### src/rtl/serial_sub_ctrl_pkg.sv
// Shared definitions for the bit-serial subtractor controller: FSM state
// encoding and the counter-width helper.
package serial_sub_ctrl_pkg;
  localparam int ST_W = 2;

  typedef enum logic [ST_W-1:0] {
    IDLE  = 2'd0,
    SHIFT = 2'd1,
    DONE  = 2'd2
  } state_e;

  // One extra bit so that WIDTH=1 still yields a non-empty counter.
  function automatic int cnt_w(input int width);
    return $clog2(width) + 1;
  endfunction
endpackage

### src/rtl/serial_sub_ctrl_cell.sv
// 1-bit full subtractor: i_a - i_b - i_bin.
module full_sub_cell (
  input  logic i_a,
  input  logic i_b,
  input  logic i_bin,
  output logic o_diff,
  output logic o_borr
);
  assign o_diff = i_a ^ i_b ^ i_bin;
  assign o_borr = (~i_a & i_b) | (~(i_a ^ i_b) & i_bin);
endmodule

### src/rtl/serial_sub_ctrl.sv
// Bit-serial WIDTH-bit subtractor: one full-subtractor cell, LSB first,
// WIDTH shift cycles per operation followed by a one-cycle done pulse.
module serial_sub_ctrl
  import serial_sub_ctrl_pkg::*;
#(
  parameter int WIDTH = 8
) (
  input  logic             clk,
  input  logic             rst,
  input  logic             start,
  input  logic [WIDTH-1:0] a,
  input  logic [WIDTH-1:0] b,
  output logic             busy,
  output logic             done,
  output logic [WIDTH-1:0] diff,
  output logic             borrow_out
);
  localparam int CW = cnt_w(WIDTH);

  state_e           r_state, w_state_nxt;
  logic [WIDTH-1:0] r_a_sh, r_b_sh, r_res, w_res_nxt;
  logic [CW-1:0]    r_cnt;
  logic             r_brw;
  logic             w_diff, w_borr, w_last;

  full_sub_cell u_cell (
    .i_a   (r_a_sh[0]),
    .i_b   (r_b_sh[0]),
    .i_bin (r_brw),
    .o_diff(w_diff),
    .o_borr(w_borr)
  );

  assign w_last = (r_cnt == CW'(WIDTH - 1));

  // The result register fills from the top; a 1-bit result has no tail to keep.
  generate
    if (WIDTH == 1) begin : g_res1
      assign w_res_nxt = w_diff;
    end else begin : g_resn
      assign w_res_nxt = {w_diff, r_res[WIDTH-1:1]};
    end
  endgenerate

  always_comb begin
    w_state_nxt = r_state;
    case (r_state)
      IDLE:    if (start) w_state_nxt = SHIFT;
      SHIFT:   if (w_last) w_state_nxt = DONE;
      DONE:    w_state_nxt = IDLE;
      default: w_state_nxt = IDLE;
    endcase
  end

  always_ff @(posedge clk) begin
    if (rst) begin
      r_state    <= IDLE;
      r_a_sh     <= '0;
      r_b_sh     <= '0;
      r_res      <= '0;
      r_cnt      <= '0;
      r_brw      <= 1'b0;
      busy       <= 1'b0;
      done       <= 1'b0;
      diff       <= '0;
      borrow_out <= 1'b0;
    end else begin
      r_state <= w_state_nxt;
      done    <= 1'b0;
      case (r_state)
        IDLE: begin
          if (start) begin
            r_a_sh <= a;
            r_b_sh <= b;
            r_brw  <= 1'b0;
            r_cnt  <= '0;
            busy   <= 1'b1;
          end
        end
        SHIFT: begin
          r_a_sh <= r_a_sh >> 1;
          r_b_sh <= r_b_sh >> 1;
          r_res  <= w_res_nxt;
          r_brw  <= w_borr;
          r_cnt  <= r_cnt + 1'b1;
          // Results publish only here, so they stay stable across a new start.
          if (w_last) begin
            diff       <= w_res_nxt;
            borrow_out <= w_borr;
            done       <= 1'b1;
            busy       <= 1'b0;
          end
        end
        default: ;
      endcase
    end
  end
endmodule
### config.mk
export PLATFORM = sky130hd
export DESIGN_NAME = serial_sub_ctrl
export DESIGN_NICKNAME = d
export VERILOG_FILES = /design/src/rtl/serial_sub_ctrl_pkg.sv /design/src/rtl/serial_sub_ctrl_cell.sv /design/src/rtl/serial_sub_ctrl.sv
export SDC_FILE = /design/constraint.sdc
export NUM_CORES = 1
export LEC_CHECK = 0
export CAP_MARGIN = 30
export CORE_AREA = 2 2 61 63
export CTS_BUF_LIST = sky130_fd_sc_hd__clkbuf_8
export CTS_CLUSTER_DIAMETER = 50
export DETAILED_ROUTE_END_ITERATION = 6
export DIE_AREA = 0 0 63 65
export DONT_BUFFER_PORTS = 1
export PLACE_DENSITY = 0.66
export SYNTH_ARGS = -nofsm -noshare
export SYNTH_HDL_FRONTEND = slang
export SYNTH_SLANG_ARGS = --single-unit
### constraint.sdc
create_clock -name clk -period 1.7 [get_ports clk]
set_input_delay 0.51 -clock clk [delete_from_list [all_inputs] [get_ports clk]]
set_output_delay 0.51 -clock clk [all_outputs]
set_load 0.01 [all_outputs]
== After elaboration in Yosys (flattened, before gate mapping) ==
Cells that the tools add are included.

* Bits of input ports: 19
* Register bits: 42

* Bitwise logic cells: 8
* Equal/unequal tests: 4
* Mux-type cells: 15
* Reductions and logical operators: 7
* Add/subtract/negate cells: 1

{| class="wikitable"
|+ Operator list
! cell !! number
|-
| 8-bit one-hot mux with 2 select lines || 2
|-
| 8-bit 2-to-1 mux || 2
|-
| 4-bit one-hot mux with 2 select lines || 1
|-
| 2-bit AND reduction || 3
|-
| 4-bit by 1-bit adder with 4-bit output (second input constant) || 1
|-
| 4-bit by 3-bit equality test with 1-bit output (second input constant) || 1
|-
| 1-bit 2-to-1 mux || 4
|-
| 2-bit 2-to-1 mux || 2
|-
| 4-bit 2-to-1 mux || 1
|-
| 2-bit inequality test (second input constant) || 2
|-
| 1-bit one-hot mux with 2 select lines || 2
|-
| 2-bit one-hot mux with 2 select lines || 1
|-
| 1-bit NOT || 3
|-
| 3-bit AND reduction || 1
|-
| 1-bit bitwise AND || 2
|-
| 2-bit by 1-bit equality test with 1-bit output (second input constant) || 1
|-
| 2-bit logical NOT || 1
|-
| 2-bit nonzero test || 1
|-
| 2-bit OR reduction || 1
|-
| 1-bit bitwise XOR || 2
|-
| 1-bit OR || 1
|}

== Longest topological paths before layout ==
* Depth after elaboration: 5
* Depth in mapped cells: 5
* Mapped depth without buffers: 4

== Hierarchy ==
A second synthesis with hierarchy kept.

* Cell total of the unflattened synthesis: 175
* Area, all modules: 1640.3 µm²

{| class="wikitable"
|+ By module, submodules not included
! module !! times used !! area each (µm²) !! cells each
|-
| serial_sub_ctrl || 1 || 1609.0 || 171
|-
| full_sub_cell || 1 || 31.3 || 4
|}

== Worst setup path before layout ==
OpenSTA, ideal clock, no wires.

* Kind: input -> register
* Start point: input port rst
* End point: register diff[0]
* Data required time: 1.641 ns
* Stages: 3
* Path slack: 0.462 ns
* Arrival time: 1.179 ns
* Setup time: 0.059 ns
* Path buffers: 0
* Path through: or3b_4 nor2_8 a22o_1

{| class="wikitable"
|+ RTL lines
! element !! line !! RTL
|-
| from (decl) || serial_sub_ctrl.sv:9 || <nowiki>input logic rst,</nowiki>
|-
| to (signal assigned) || serial_sub_ctrl.sv:88 || <nowiki>diff <= w_res_nxt;</nowiki>
|-
| to (decl) || serial_sub_ctrl.sv:15 || <nowiki>output logic [WIDTH-1:0] diff,</nowiki>
|}

== Final worst setup path ==
* Start point: register r_state[0]
* End point: register r_b_sh[5]

* Longest elaborated chain between the ends: 3
* Elaborated cells between the ends (all ways): 6
* Classes of those cells: eq/ne (2); mux (1); reduce/logical (3)

{| class="wikitable"
|+ Ends and longest elaborated chain
! element !! line !! RTL
|-
| from (decl) || serial_sub_ctrl.sv:20 || <nowiki>state_e r_state, w_state_nxt;</nowiki>
|-
| from (signal assigned) || serial_sub_ctrl.sv:68 || <nowiki>r_state <= w_state_nxt;</nowiki>
|-
| 2-bit by 1-bit equality test with 1-bit output or 2-bit logical NOT (tied branches) || serial_sub_ctrl.sv:70 || <nowiki>case (r_state)</nowiki>
|-
| 2-bit nonzero test (no line) or 2-bit inequality test (tied branches) || -- ||
|-
| 2-bit AND reduction (no line) || -- ||
|-
| to (signal assigned) || serial_sub_ctrl.sv:82 || <nowiki>r_b_sh <= r_b_sh >> 1;</nowiki>
|-
| to (decl) || serial_sub_ctrl.sv:21 || <nowiki>logic [WIDTH-1:0] r_a_sh, r_b_sh, r_res, w_res_nxt;</nowiki>
|}

Several ways; a longest one is shown, not always the timed one.
A chain may end at the register's enable or synchronous reset.

==> metrics.txt <==
worst reg2reg startpoint r_state[0]; Post-Synthesis Cell Area 1630 sq um; commonest non-fill, non-tap cell in the layout dfxtp_1; HP Class primary input to register; clock latency on the worst-skew pair 0.29 ns; number of synthesized register bits 41; synth warn 0; total core area 3500 sq um; largest fanout on the critical path 14; clock share of power 34.0%; clk buf depth 2; R2R cell count 4; Layout fillers 356; VDD IR-drop max 477 uV; Worst-path clk slew 0.08 ns; fraction of layout cells with a size suffix above 1 9.88%; Tmin final 1.38 ns; via count 1221; Net Sw Frac 24.3%; DRC errors left 0; Rows 22; hold-fix buffers at CTS 0; crit path kind register to register; 1st-iter DRT viols 77; first-pass GRT wire length 5290 um; CTS root buffer clkbuf_8; gr usage total 16.6%; CP max-delay cell dfxtp_1; Comb power frac 8.3%; TritonCTS Buffers 5; Final Max Tran Viols 0; status finished clean; hold path startpoint rst; Total Power 0.00179 W; critical path required time 1.90 ns; IO buf count 0; Worst Path Arrival 1.58 ns; Max Clk Rate 0.727 GHz; die width 63 um; leak pwr 0.645 nW; Worst Hold End r_res[7]; Slew HR 72.0%; Ports 30; TritonRoute pass-1 iters 4; ANT cells 0; final wirelength 3080 um; GP Congestion 0.811; post_cts resized 0; DIE HEIGHT 65 um; CTS tree done; Routed WL per cell 14.0 um; final period utilization 80.9%; die outline area 4100 sq um; Avg Synthesized Cell Area 9.45 sq um; final hold viol count 0; Synthesized Nets 193; Vias/cell 5.55; critical path, cell by cell buf_4 -> o21ba_2 -> nor2_1 -> a211oi_1; max incr delay on CP 0.43 ns; DP Area 1650 sq um; vias in the first global route 1140; power per cell area 1030 nW/um^2; worst reg-to-reg setup slack 0.32 ns; Sequential Power Share 57.7%; largest net degree at the start of global routing 32; GR Overflow Total 0; setup_tns 0 ns; Hold Path Stages 1; design area 1740 sq um; Layout Skew 0.00422 ns; ANT nets after route 0; element type at the critical path end register; commonest cells after routing, fill and taps aside 41 x dfxtp_1, 27 x nor2_1, 18 x nand2_1, 15 x a211oi_1; detailed placement HPWL 2190 um; Layout Nets 192; Area Overhead vs Synth 7.08%; Starting Density 46.5%; initial antenna violation count 0; Post-Syn Instances 172; Worst-Margin Slew 0.419 ns; Distinct cells, synth 35; CP Launch Type register; # clock sinks 41; CTS H-Tree Depth 2; unrepaired setup endpoints after global routing false; Net Sw Power 0.000434 W; max cap viols 0; final count of negative-setup-slack endpoints 0; internal power 0.00135 W; Post-CTS Setup Bufs 0; sequential share of the synthesized area 50.5%; Reg2Reg Capture Point r_b_sh[5]
[power by group through the flow]
stage	logic, W	clock network [W]	registers (W)
4_1_cts	0.000151	0.000624	0.00103
3_5_place_dp	0.000151	0	0.00105
2_1_floorplan	0.000141	0	0.00104
6_report	0.000149	0.000607	0.00103
5_1_grt	0.000168	0.000678	0.00104
3_3_place_gp	0.000145	0	0.00105
[worst max-delay path by stage]
stage / cells after the start / start / endpoint / slack [ns]
after floorplan: 3 / rst / diff[0] / 0.46
after global routing: 4 / r_state[0] / r_a_sh[0] / 0.18
after CTS: 4 / r_state[0] / r_b_sh[5] / 0.30
after global placement: 4 / r_state[0] / r_a_sh[5] / 0.39
final: 4 / r_state[0] / r_b_sh[5] / 0.32
after detailed placement: 4 / r_state[0] / r_b_sh[5] / 0.33
[worst max-delay path: cells and delay by family (launching register included)]
family	cells	cell delay (ns)
AND/OR/NAND/NOR	1	0.07
buffers and inverters	1	0.24
flip-flops	1	0.43
AO/OA/AOI/OAI	2	0.55
[logic make-up after synthesis]
kind of cell	Yosys count	share of synthesized area, %
simple gates	57	16.2
buf+inv	15	4.23
compound gates	57	27.0
flops	41	50.5
fa+ha+maj	2	2.00
[synthesized netlist by cell type]
cell type | number | area (sq um)
buf_2 | 7 | 35.0
o21bai_2 | 1 | 11.3
nand3_1 | 2 | 10.0
nand3b_1 | 1 | 7.51
fa_1 | 1 | 20.0
a22oi_1 | 3 | 22.5
nand2b_1 | 2 | 12.5
inv_1 | 3 | 11.3
nor3_1 | 1 | 5.00
o21ba_2 | 1 | 10.0
nor2b_1 | 1 | 6.26
a21oi_4 | 1 | 16.3
ha_1 | 1 | 12.5
or3_1 | 1 | 6.26
a21oi_1 | 8 | 40.0
nor2_1 | 27 | 101
or3b_4 | 1 | 11.3
a221oi_1 | 1 | 8.76
and3b_1 | 1 | 8.76
a211oi_1 | 15 | 113
dfxtp_1 | 41 | 821
a21o_1 | 1 | 7.51
nor2_8 | 1 | 20.0
o21a_1 | 1 | 7.51
a2bb2oi_1 | 1 | 8.76
o22ai_1 | 6 | 37.5
nand2_1 | 18 | 67.6
clkbuf_1 | 3 | 11.3
a22o_1 | 8 | 70.1
a31oi_1 | 1 | 6.26
o32a_1 | 1 | 10.0
inv_2 | 1 | 3.75
o2bb2ai_1 | 8 | 70.1
nor3b_1 | 1 | 7.51
buf_4 | 1 | 7.51
[metal layers]
| layer | vias up | global-route usage (%) | wire length, um |
|---|---|---|---|
| li1 | 614 | - | - |
| met1 | 570 | 18.2 | 1320 |
| met2 | 31 | 28.9 | 1530 |
| met3 | 6 | 5.90 | 174 |
| met4 | 0 | 7.50 | 54 |
| met5 | - | 0 | 0 |
[registers in the layout, summed over array words and instances (netlist names)]
name,count
r_a_sh,8
r_cnt,4
r_brw,1
done,1
borrow_out,1
diff,8
r_b_sh,8
r_state,2
busy,1
r_res,7
[final cells by class]
type / count / area, sq um / area share, %
flip-flops and latches: 41 / 821 / 47.2
multi-input cells: 116 / 736 / 42.3
clock buffers: 5 / 68.8 / 3.95
well taps: 48 / 60.1 / 3.45
repair buffers: 3 / 22.5 / 1.29
clock inverters: 3 / 17.5 / 1.01
inverters: 4 / 15.0 / 0.863
[stage by stage]
stage / hold WS, ns / cells / worst slack, ns / util [%]
after global placement: 0.436 / 212 / 0.390 / 47.3
after global routing: 0.253 / 220 / 0.177 / 49.8
after floorplan: 0.437 / 172 / 0.462 / -
after detailed placement: 0.448 / 212 / 0.332 / 47.3
after CTS: 0.270 / 220 / 0.302 / 49.8
final: 0.278 / 220 / 0.325 / 49.8
Note: power is estimated with default switching activity, not from simulation.
